[config.mk]
export PLATFORM = sky130hd
export DESIGN_NAME = instr_sequencer
export DESIGN_NICKNAME = d
export VERILOG_FILES = /design/src/rtl/instr_sequencer_pkg.sv /design/src/rtl/instr_sequencer_fields.sv /design/src/rtl/instr_sequencer.sv
export SDC_FILE = /design/constraint.sdc
export NUM_CORES = 1
export LEC_CHECK = 0
export ABC_AREA = 1
export ABC_CLOCK_PERIOD_IN_PS = 2500
export CAP_MARGIN = 25
export CORE_MARGIN = 5
export CORE_UTILIZATION = 45
export DETAILED_ROUTE_END_ITERATION = 6
export DONT_BUFFER_PORTS = 1
export HOLD_SLACK_MARGIN = 0.03
export PLACE_DENSITY_LB_ADDON = 0.08
export SLEW_MARGIN = 20
export SYNTH_ARGS = -nofsm -noshare
export SYNTH_HDL_FRONTEND = slang
export SYNTH_SLANG_ARGS = --single-unit
[constraint.sdc]
create_clock -name clk -period 2.5 [get_ports clk]
set_input_delay 0.5 -clock clk [delete_from_list [all_inputs] [get_ports clk]]
set_output_delay 0.5 -clock clk [all_outputs]
set_load 0.005 [all_outputs]
[src/rtl/instr_sequencer_pkg.sv]
// Shared definitions for the instruction sequencer: FSM states, instruction
// word field positions and the special selector/halt encodings.
package instr_sequencer_pkg;

  typedef enum logic [2:0] {
    S_IDLE,
    S_FETCH,
    S_CFETCH,
    S_ISSUE,
    S_HALT
  } state_e;

  localparam int unsigned OP_MSB   = 31;
  localparam int unsigned OP_LSB   = 29;
  localparam int unsigned FORM_BIT = 28;
  localparam int unsigned VEC_MSB  = 27;
  localparam int unsigned VEC_LSB  = 26;
  localparam int unsigned A_MSB    = 25;
  localparam int unsigned A_LSB    = 22;
  localparam int unsigned B_MSB    = 21;
  localparam int unsigned B_LSB    = 18;
  localparam int unsigned C_MSB    = 17;
  localparam int unsigned C_LSB    = 14;
  localparam int unsigned D_MSB    = 13;
  localparam int unsigned D_LSB    = 10;
  localparam int unsigned Y1_MSB   = 9;
  localparam int unsigned Y1_LSB   = 6;
  localparam int unsigned Y2_MSB   = 5;
  localparam int unsigned Y2_LSB   = 2;
  localparam int unsigned WR_MSB   = 1;
  localparam int unsigned WR_LSB   = 0;

  localparam logic [31:0] HALT_WORD = 32'hFFFF_FFFF;
  localparam logic [3:0]  CONST_SEL = 4'hF;
  localparam logic [3:0]  ZERO_SEL  = 4'h0;

  // Decoded fields that persist on the outputs between issues.
  typedef struct packed {
    logic [2:0] op;
    logic       form;
    logic [1:0] vec;
    logic [3:0] a;
    logic [3:0] b;
    logic [3:0] c;
    logic [3:0] d;
    logic [3:0] y1;
    logic [3:0] y2;
  } fields_t;

endpackage

[src/rtl/instr_sequencer_fields.sv]
// Purely combinational split of one instruction word into its fields,
// plus the zero-register, constant-operand and halt-word flags.
module instr_fields
  import instr_sequencer_pkg::*;
(
  input  logic [31:0] word_i,
  output fields_t     fields_o,
  output logic [1:0]  write_o,
  output logic [3:0]  zero_reg_o,
  output logic        const_a_o,
  output logic        is_halt_o
);

  always_comb begin
    fields_o.op   = word_i[OP_MSB:OP_LSB];
    fields_o.form = word_i[FORM_BIT];
    fields_o.vec  = word_i[VEC_MSB:VEC_LSB];
    fields_o.a    = word_i[A_MSB:A_LSB];
    fields_o.b    = word_i[B_MSB:B_LSB];
    fields_o.c    = word_i[C_MSB:C_LSB];
    fields_o.d    = word_i[D_MSB:D_LSB];
    fields_o.y1   = word_i[Y1_MSB:Y1_LSB];
    fields_o.y2   = word_i[Y2_MSB:Y2_LSB];
    write_o       = word_i[WR_MSB:WR_LSB];
  end

  assign zero_reg_o[0] = (word_i[A_MSB:A_LSB] == ZERO_SEL);
  assign zero_reg_o[1] = (word_i[B_MSB:B_LSB] == ZERO_SEL);
  assign zero_reg_o[2] = (word_i[C_MSB:C_LSB] == ZERO_SEL);
  assign zero_reg_o[3] = (word_i[D_MSB:D_LSB] == ZERO_SEL);

  assign const_a_o = (word_i[A_MSB:A_LSB] == CONST_SEL) && !zero_reg_o[0];
  assign is_halt_o = (word_i == HALT_WORD);

endmodule

[src/rtl/instr_sequencer.sv]
// Fetch/issue sequencer: fetches one- or two-word instructions over a
// req/ack memory port and presents decoded controls for a single ISSUE cycle.
module instr_sequencer
  import instr_sequencer_pkg::*;
(
  input  logic        clk,
  input  logic        rst,
  input  logic        run,
  input  logic [31:0] start_pc,
  output logic        imem_req,
  output logic [31:0] imem_addr,
  input  logic        imem_ack,
  input  logic [31:0] imem_data,
  output logic [2:0]  op,
  output logic        form,
  output logic [1:0]  vec,
  output logic [3:0]  A,
  output logic [3:0]  B,
  output logic [3:0]  C,
  output logic [3:0]  D,
  output logic [3:0]  Y1,
  output logic [3:0]  Y2,
  output logic [3:0]  zero_reg,
  output logic [1:0]  write,
  output logic        const_a,
  output logic        program_counter_inc,
  output logic [31:0] constant,
  output logic        halted
);

  state_e      state_q, state_d;
  logic [31:0] pc_q, pc_d;
  logic [31:0] instr_q, instr_d;
  logic [31:0] const_q, const_d;
  fields_t     fld_q, fld_d;
  logic [3:0]  zero_q, zero_d;
  logic        ca_q, ca_d;
  logic [1:0]  write_q, write_d;
  logic        inc_q, inc_d;

  logic [31:0] dec_word;
  fields_t     dec_fields;
  logic [1:0]  dec_write;
  logic [3:0]  dec_zero;
  logic        dec_const;
  logic        dec_halt;
  logic        load_issue;

  // During CFETCH the first word is already parked in instr_q; otherwise
  // decode straight off the memory bus in the ack cycle.
  assign dec_word = (state_q == S_CFETCH) ? instr_q : imem_data;

  instr_fields u_fields (
    .word_i     (dec_word),
    .fields_o   (dec_fields),
    .write_o    (dec_write),
    .zero_reg_o (dec_zero),
    .const_a_o  (dec_const),
    .is_halt_o  (dec_halt)
  );

  always_comb begin
    state_d    = state_q;
    pc_d       = pc_q;
    instr_d    = instr_q;
    const_d    = const_q;
    fld_d      = fld_q;
    zero_d     = zero_q;
    ca_d       = ca_q;
    write_d    = 2'b00;
    inc_d      = 1'b0;
    load_issue = 1'b0;

    case (state_q)
      S_IDLE: begin
        if (run) begin
          state_d = S_FETCH;
          pc_d    = start_pc;
        end
      end
      S_FETCH: begin
        if (imem_ack) begin
          if (dec_halt) begin
            state_d = S_HALT;
          end else if (dec_const) begin
            state_d = S_CFETCH;
            instr_d = imem_data;
          end else begin
            state_d    = S_ISSUE;
            load_issue = 1'b1;
          end
        end
      end
      S_CFETCH: begin
        if (imem_ack) begin
          state_d    = S_ISSUE;
          const_d    = imem_data;
          load_issue = 1'b1;
        end
      end
      S_ISSUE: begin
        pc_d    = pc_q + (ca_q ? 32'd2 : 32'd1);
        state_d = run ? S_FETCH : S_IDLE;
      end
      S_HALT: begin
        state_d = S_HALT;
      end
      default: begin
        state_d = S_IDLE;
      end
    endcase

    // Outputs change only on entry to ISSUE, so they hold across fetches.
    if (load_issue) begin
      fld_d   = dec_fields;
      zero_d  = dec_zero;
      ca_d    = dec_const;
      write_d = dec_write;
      inc_d   = 1'b1;
    end
  end

  always_ff @(posedge clk) begin
    if (rst) begin
      state_q <= S_IDLE;
      pc_q    <= 32'h0;
      instr_q <= 32'h0;
      const_q <= 32'h0;
      fld_q   <= '0;
      zero_q  <= 4'h0;
      ca_q    <= 1'b0;
      write_q <= 2'b00;
      inc_q   <= 1'b0;
    end else begin
      state_q <= state_d;
      pc_q    <= pc_d;
      instr_q <= instr_d;
      const_q <= const_d;
      fld_q   <= fld_d;
      zero_q  <= zero_d;
      ca_q    <= ca_d;
      write_q <= write_d;
      inc_q   <= inc_d;
    end
  end

  assign imem_req  = (state_q == S_FETCH) || (state_q == S_CFETCH);
  assign imem_addr = (state_q == S_CFETCH) ? (pc_q + 32'd1) : pc_q;
  assign halted    = (state_q == S_HALT);

  assign op                  = fld_q.op;
  assign form                = fld_q.form;
  assign vec                 = fld_q.vec;
  assign A                   = fld_q.a;
  assign B                   = fld_q.b;
  assign C                   = fld_q.c;
  assign D                   = fld_q.d;
  assign Y1                  = fld_q.y1;
  assign Y2                  = fld_q.y2;
  assign zero_reg            = zero_q;
  assign write               = write_q;
  assign const_a             = ca_q;
  assign program_counter_inc = inc_q;
  assign constant            = const_q;

endmodule

# Word level (Yosys, flattened, before mapping)
# Cells that the tools add are included.
# totals
regBits,137
input_bits,68
out_inout_bits,104
wordCells,62
# classes
n_addsub,2
eq_ne,9
n_mux,18
bitwise_logic,2
reduce_logical,14
# ops
operator,n
$mux W32,3
$pmux W32 S2,1
$add A32 B1 Y32 const B,1
$add A32 B2 Y32,1
$eq A32 B32 Y1 const B,1
$logic_not A4 Y1,4
$pmux W3 S5,1
$mux W3,4
$mux W1,7
$eq A3 B2 Y1 const B,2
$ne A2 B2 Y1 const B,3
$eq A4 B4 Y1 const B,1
$reduce_and A2 Y1,2
$reduce_and A4 Y1,1
$eq A3 B1 Y1 const B,1
$eq A3 B3 Y1 const B,1
$logic_not A3 Y1,1
$reduce_and A3 Y1,1
$mux W2,1
$not A1 Y1,2
$pmux W1 S2,1
$reduce_bool A2 Y1,1
$reduce_or A2 Y1,1
$logic_and A1 B1 Y1,1
2 further kinds,2

# Depth between registers and ports, before layout
# Gate-level depths: netlist of run 1.
# depth
ltp_word,11
depth_mapped,16
mapped_depth_nobuf,14

# Modules after synthesis
# Synthesis of run 1 repeated with hierarchy kept, for this count alone.
# unflattened
hier_cells,1150
hier_area_um2,7368.3
# by_module_without_submodules
mod,instances,cells_each,area_per_inst_um2,seq_area_each_um2
instr_sequencer,1,1082,6972.9,2742.6
instr_fields,1,68,395.4,0.0

# Least setup slack after synthesis of run 1
# No wires, ideal clock.
# synth_path
path_kind,flip-flop to output port
start,reg state_q[0]
end,out imem_addr[28]
arrival_ns,1.710
required_time_ns,2.000
slack_ns,0.290
stages_incl_launch_ff,13
path_buffers,2
cell_sequence,dfxtp_1 inv_2 nand3_2 buf_4 buf_6 inv_2 nand2_1 nor2_2 nand2_1 nor2_2 nand2_1 nor2_1 xor2_1
# synth_between
elab_chain_len,2
# synth_rtl
element,line_no,text
start: declaration,instr_sequencer.sv:31,"state_e state_q, state_d;"
start signal: assignment,instr_sequencer.sv:135,state_q <= state_d;
$eq A3 B2 Y1,instr_sequencer.sv:148,assign imem_addr = (state_q == S_CFETCH) ? (pc_q + 32'd1) : pc_q;
$mux W32,instr_sequencer.sv:148,
end: declaration,instr_sequencer.sv:11,"output logic [31:0] imem_addr,"
# Every way passes these cells.

# Final worst setup path of run 1
# layout_path
start,reg state_q[2]
end,out imem_addr[31]
# The elaborated chain is that of the path after synthesis.

==> results.toml, run 1 <==
[timing]
tightest_slew_ns = 0.433
period_share_pct = 98.7
fmax_mhz = 405
rsz0062_at_grt = "yes"
timing.final.hold_violations = 0
slew_violations = 0
relSlewSlack_pct = 70.9
fin_skew_ns = 0.00941
finalSetupViolCount = 0
min_period_ns = 2.47

[cts]
clk_pin_slew_worst_paths_ns = 0.06
cts-root-buf = "clkbuf_16"
cts_num_sinks = 137
insertion_delay_ns = 0.42
cts_buffer_depth = 2
cts_tree = "built"
numCtsBuffers = 17
cts_max_level = 4

[finish]
area.growth.synth_to_final_pct = 19.7
nets = 1135
fin_util_pct = 55.0
drive_gt1_share_pct = 16.1
final_cells = 1287
antenna_cells = 0

[floorplan]
die_w_um = 135
core_area_sq_um = 15300
pin_count = 172
die_area_sq_um = 18200
die_h_um = 135
rows = 45
initial_core_util_pct = 46.0

[power_and_ir_drop]
p_sw_mw = 2.88
clkPwrFrac_pct = 34.0
comb_power_share_pct = 27.1
p_per_area_nw_per_um2 = 944
power.internal_mw = 5.05
p_leak_nw = 3.56
seq_power_share_pct = 38.9
switching_share_pct = 36.4
vdd_ir_drop_max_mv = 0.571

[synth]
synth-adder-area-share_pct = 0.820
syn_nets = 1120
muxShareOfSynthArea_pct = 0
synth_ff_type = "dfxtp_1"
yosysUniqueCellTypes = 37
ys_async_sr_fraction_pct = 0
syn_area_per_cell_sq_um = 6.70
synth-simple-area-share_pct = 31.5
yosys_register_bits = 137
synth_edf_count = 0
ys_warn_count = 0
synthXorXnorAreaFrac_pct = 5.12
synth_compound_gate_area_share_pct = 14.9
synth_cells = 1048
yosysSeqAreaShare_pct = 39.1
synth_top_family_by_area = "simple AND/OR/NAND/NOR gates"
mappedNetlistArea_sq_um = 7020

[worst_setup_path]
crit_required_ns = 2.00
worstSetupPathType = "reg2out"
end_kind = "primary output"
cp_max_fo = 4
arrival_ns = 1.97
start_kind = "flip-flop"

[grt]
grt_max_degree = 62
overflow = 0
grt_pass1_wl_mm = 35.1
gr-usage-all-layers_pct = 24.2
antenna_found_initial = 0
grt_pass1_vias = 6538

[routing]
drcViolationCount = 0
dr.pass1.iters = 4
drt_iter0_drc = 472
wl_mm = 22.6
vias = 6883
wl_per_cell_um = 17.5
postRouteAntennaNets = 0
vias_per_cell = 5.35

[placement]
dp_hpwl_mm = 16.1
dp.cells = 1242
gp_congestion = 0.997
portBuffers = 0

[status]
status = "finished clean"

[job]
maxCapViolations = 0

[hold_path]
min_path_type = "in2reg"
placed cells by master, fill, tap and decap left out, types with 5 or more instances in the layout:
cell	synthesis	routed
a211oi_1	7	7
a31oi_1	19	19
inv_6	0	5
a21oi_1	60	60
nand2_1	227	218
nor3_2	0	5
o21ai_0	94	93
nor2_4	1	9
nand4_1	29	29
nor3_1	20	13
clkbuf_16	0	17
inv_1	79	76
o211ai_1	6	6
dfxtp_2	0	20
nor2_1	171	154
xor2_1	35	32
o21ai_1	5	6
nand2_2	0	7
nand3_1	58	53
buf_4	5	48
inv_2	6	8
xnor2_1	6	6
dfxtp_1	137	113
nor2_2	5	14
cells by family after synthesis:
group	Yosys count
AOI/OAI and AO/OA	195
xor gates and xnor gates	41
adders and majority gates	4
buffers and inverters	147
DFF	137
and+or+nand+nor	524
final timing paths:
| kind | start | slack, ns | cells after the start | endpoint |
|---|---|---|---|---|
| max | state_q[2]$_SDFFE_PP0P_ | 0.03 | 12 | imem_addr[31] |
| max reg2reg | const_a$_SDFFE_PP0P_ | 0.18 | 14 | pc_q[28]$_SDFFE_PP0P_ |
| min | rst | 0.16 | 1 | pc_q[4]$_SDFFE_PP0P_ |
| min reg2reg | instr_q[22]$_SDFFE_PP0P_ | 0.45 | 2 | instr_q[22]$_SDFFE_PP0P_ |
metrics by stage:
stage | hold slack [ns] | cell area [sq um] | worst slack (ns) | TNS (ns) | power (mW)
2_1_floorplan | 0.430 | 7020 | 0.290 | 0 | 4.41
3_3_place_gp | 0.430 | 7380 | 0.121 | 0 | 5.17
3_5_place_dp | 0.434 | 7380 | 0.0896 | 0 | 5.18
4_1_cts | 0.130 | 8130 | -0.00822 | -0.00822 | 7.93
5_1_grt | 0.127 | 8400 | -0.0600 | -0.312 | 8.41
6_report | 0.156 | 8400 | 0.0319 | 0 | 7.93
cell usage after synthesis, types with 9 or more instances:
| master | count | area share [%] |
|---|---|---|
| nand3_1 | 58 | 4.1 |
| nand2_1 | 227 | 12 |
| xor2_1 | 35 | 4.4 |
| nor2_1 | 171 | 9.1 |
| a21oi_1 | 60 | 4.3 |
| inv_1 | 79 | 4.2 |
| buf_2 | 9 | 0.64 |
| a31oi_1 | 19 | 1.7 |
| nor3_1 | 20 | 1.4 |
| nand4_1 | 29 | 2.6 |
| dfxtp_1 | 137 | 39 |
| o21ai_0 | 94 | 6.7 |
| clkbuf_1 | 40 | 2.1 |
layer usage:
metal  routed length, um  up-vias  share of wire (%)  track usage, %
met5                   0        -                  0               0
met4                 532        0                2.4            8.09
met3                1420       30                6.3            6.33
met2               11500      214                 51            42.5
met1                9180     3183                 41            28.8
li1                    -     3456                  -               -
critical path, stage by stage (launching register included):
cell and delay, ns:
dfxtp_4 0.36, inv_4 0.06, nand3_4 0.09, nor2_4 0.17, buf_6 0.11, buf_6 0.09, nand2_4 0.05, nor2_4 0.14
nand2_4 0.09, inv_4 0.08, nand2_2 0.04, xor2_1 0.14, buf_4 0.13
repair_timing:
action,CTS,global route
setup endpoints to repair,17,34
buffers inserted,2,11
gates resized for setup,34,60
pin swaps,1,7
endpoints found under the hold margin,0,0
hold buffers,0,0
power groups by stage:
stage | clock, mW | combinational (mW) | sequential [mW]
final | 2.70 | 2.15 | 3.08
after global routing | 2.84 | 2.43 | 3.14
after global placement | 0 | 2.07 | 3.10
after detailed placement | 0 | 2.08 | 3.10
after floorplan | 0 | 1.49 | 2.93
after CTS | 2.73 | 2.12 | 3.07
area by class of cell:
class                   instances  area (sq um)
fillers                      1532          6860
clock buffers                  19           453
well taps                     211           264
multi-input cells             764          3910
clock inverters                13           179
repair buffers                 55           474
inverters                      88           335
flip-flops and latches        137          2780
Power figures use the tool's default switching activity.
==> run 2, diff against run 1 <==
--- a/config.mk
+++ b/config.mk
@@ -8,8 +8,10 @@
 export ABC_AREA = 1
 export ABC_CLOCK_PERIOD_IN_PS = 2500
 export CAP_MARGIN = 25
+export CELL_PAD_IN_SITES_DETAIL_PLACEMENT = 1
+export CELL_PAD_IN_SITES_GLOBAL_PLACEMENT = 2
 export CORE_MARGIN = 5
-export CORE_UTILIZATION = 45
+export CORE_UTILIZATION = 34
 export DETAILED_ROUTE_END_ITERATION = 6
 export DONT_BUFFER_PORTS = 1
 export HOLD_SLACK_MARGIN = 0.03
==> run 2 against run 1 <==
Effect of this change:
- highest routed layer unchanged
- first-iteration DRC count fell by 12%
- clock-buffer cell count decreased by 2
- fmax decreased by 0.29%
- core utilization down 12 points
- setup slack worse by 0.0073 ns
- combinational power grew 7%
- power grew 3.2%
- register-to-register slack worse by 0.03 ns
- non-clock buffer count is 11 higher
- sequential share of layout area decreased by 1.2 points
- sequential power about the same
==> results.toml, run 2 (synthesis gave the netlist of run 1 again) <==
[power_and_ir_drop]
p_leak_nw = 3.70
p_per_area_nw_per_um2 = 944
vdd_ir_drop_max_mv = 0.492
finalPower_mw = 8.18

[finish]
mostFrequentLayoutCells = "214 x nand2_1, 150 x nor2_1, 118 x dfxtp_1, 93 x o21ai_0, 75 x inv_1"
fin_util_pct = 42.7
area.growth.synth_to_final_pct = 23.5
nets = 1146
fillCellCount = 2562
antenna_cells = 0
drive_gt1_share_pct = 17.7
final_cells = 1356
final_common_cell = "nand2_1"

[job]
maxCapViolations = 0

[placement]
dp_hpwl_mm = 19.4
portBuffers = 0
gp_congestion = 0.868
dp.cells = 1314

[worst_setup_path]
cp_slowest_cell = "dfxtp_1"
start_kind = "flip-flop"
worstSetupPathType = "reg2out"
worstSetupStartpoint = "pc_q[12]$_SDFFE_PP0P_"
crit_required_ns = 2.00
r2r_cells = 14
cpPeakStageDelay_ns = 0.40
arrival_ns = 1.98
rrSetupSlack_ns = 0.15
r2r-end = "Y2[3]$_SDFFE_PP0P_"
reg2reg_from = "state_q[2]$_SDFFE_PP0P_"
end_kind = "primary output"
cp_cell_sequence = "nand2_1 -> inv_2 -> nand3_2 -> nor2_4 -> nand3_4 -> nor2_2 -> xor2_1 -> buf_4"
endpoint = "imem_addr[26]"
cp_max_fo = 4

[timing]
relSlewSlack_pct = 53.6
tightest_slew_ns = 0.695
min_period_ns = 2.48
whs_ns = 0.137
fmax_mhz = 404
rsz0062_at_grt = "yes"
finalSetupViolCount = 0
timing.final.hold_violations = 0
slew_violations = 0
fin_skew_ns = 0.00692
period_share_pct = 99.0
tns_ns = 0

[routing]
drt_iter0_drc = 417
wl_mm = 27.1
wl_per_cell_um = 20.0
vias = 7081
postRouteAntennaNets = 0
drcViolationCount = 0
vias_per_cell = 5.22
dr.pass1.iters = 5

[hold_path]
min_path_type = "in2reg"

[floorplan]
die_area_sq_um = 23600
rows = 52
die_h_um = 154
pin_count = 172
initial_core_util_pct = 34.6
core_area_sq_um = 20300
die_w_um = 154

[cts]
insertion_delay_ns = 0.43
cts-root-buf = "clkbuf_16"
numCtsBuffers = 17
cts_num_sinks = 137
cts_tree = "built"
cts_buffer_depth = 2
clk_pin_slew_worst_paths_ns = 0.06
cts_max_level = 4

[grt]
gr-usage-all-layers_pct = 22.5
grt_max_degree = 76
grt_pass1_vias = 7049
antenna_found_initial = 0
grt_pass1_wl_mm = 42.2
overflow = 0

[status]
status = "finished clean"
-- run 2: worst min-delay path by stage --
stage / start / to / cells past startpoint
finish: rst / instr_q[28]$_SDFFE_PP0P_ / 1
global placement: instr_q[25]$_SDFFE_PP0P_ / instr_q[25]$_SDFFE_PP0P_ / 2
global route: rst / instr_q[18]$_SDFFE_PP0P_ / 1
CTS: rst / instr_q[18]$_SDFFE_PP0P_ / 1
detailed placement: instr_q[25]$_SDFFE_PP0P_ / instr_q[25]$_SDFFE_PP0P_ / 2
floorplan: instr_q[24]$_SDFFE_PP0P_ / instr_q[24]$_SDFFE_PP0P_ / 2
-- run 2: repair_timing --
item                                    CTS  global route
setup buffers                             2             9
endpoints found under the setup margin   17            41
resized for setup                        40            68
hold buffers                              0             0
pin swaps                                 5            14
-- run 2: worst max-delay path: cells and delay by family (launching register included) --
family                    cells  cell delay (ns)
buffers and inverters         2             0.26
DFF                           1             0.40
and+or+nand+nor               5             0.72
xor gates and xnor gates      1             0.17
-- run 2: routing by layer --
layer | vias to the layer above | GRT usage (%) | share of wire (%) | routed length (um)
met5 | - | 0 | 0 | 0
met4 | 0 | 5.42 | 1.5 | 396
met3 | 24 | 5.14 | 5.6 | 1520
met2 | 173 | 31.6 | 42 | 11300
met1 | 3394 | 34.4 | 51 | 13900
li1 | 3490 | - | - | -
-- run 2: report_power, final --
part	internal (mW)	switching [mW]	leakage (nW)
registers	2.63	0.443	1.12
logic	0.779	1.52	2.27
clock network	1.70	1.11	0.310
total	5.11	3.07	3.70
-- run 2: cell type report --
class                      instances  area (sq um)  share of cell area [%]
clock inverter                    14           214                    2.47
sequential                       137          2770                    32.0
clock buffer                      17           425                    4.91
timing repair buffer              66           589                    6.80
tap                              270           338                    3.90
multi-input combinational        764          4000                    46.1
inverter                          88           333                    3.84
-- run 2: through the flow --
stage	setup WS [ns]	cell area, sq um
floorplan	0.290	7020
global placement	0.0376	7570
detailed placement	0.0792	7570
CTS	-0.0107	8370
global route	-0.0548	8670
finish	0.0246	8670
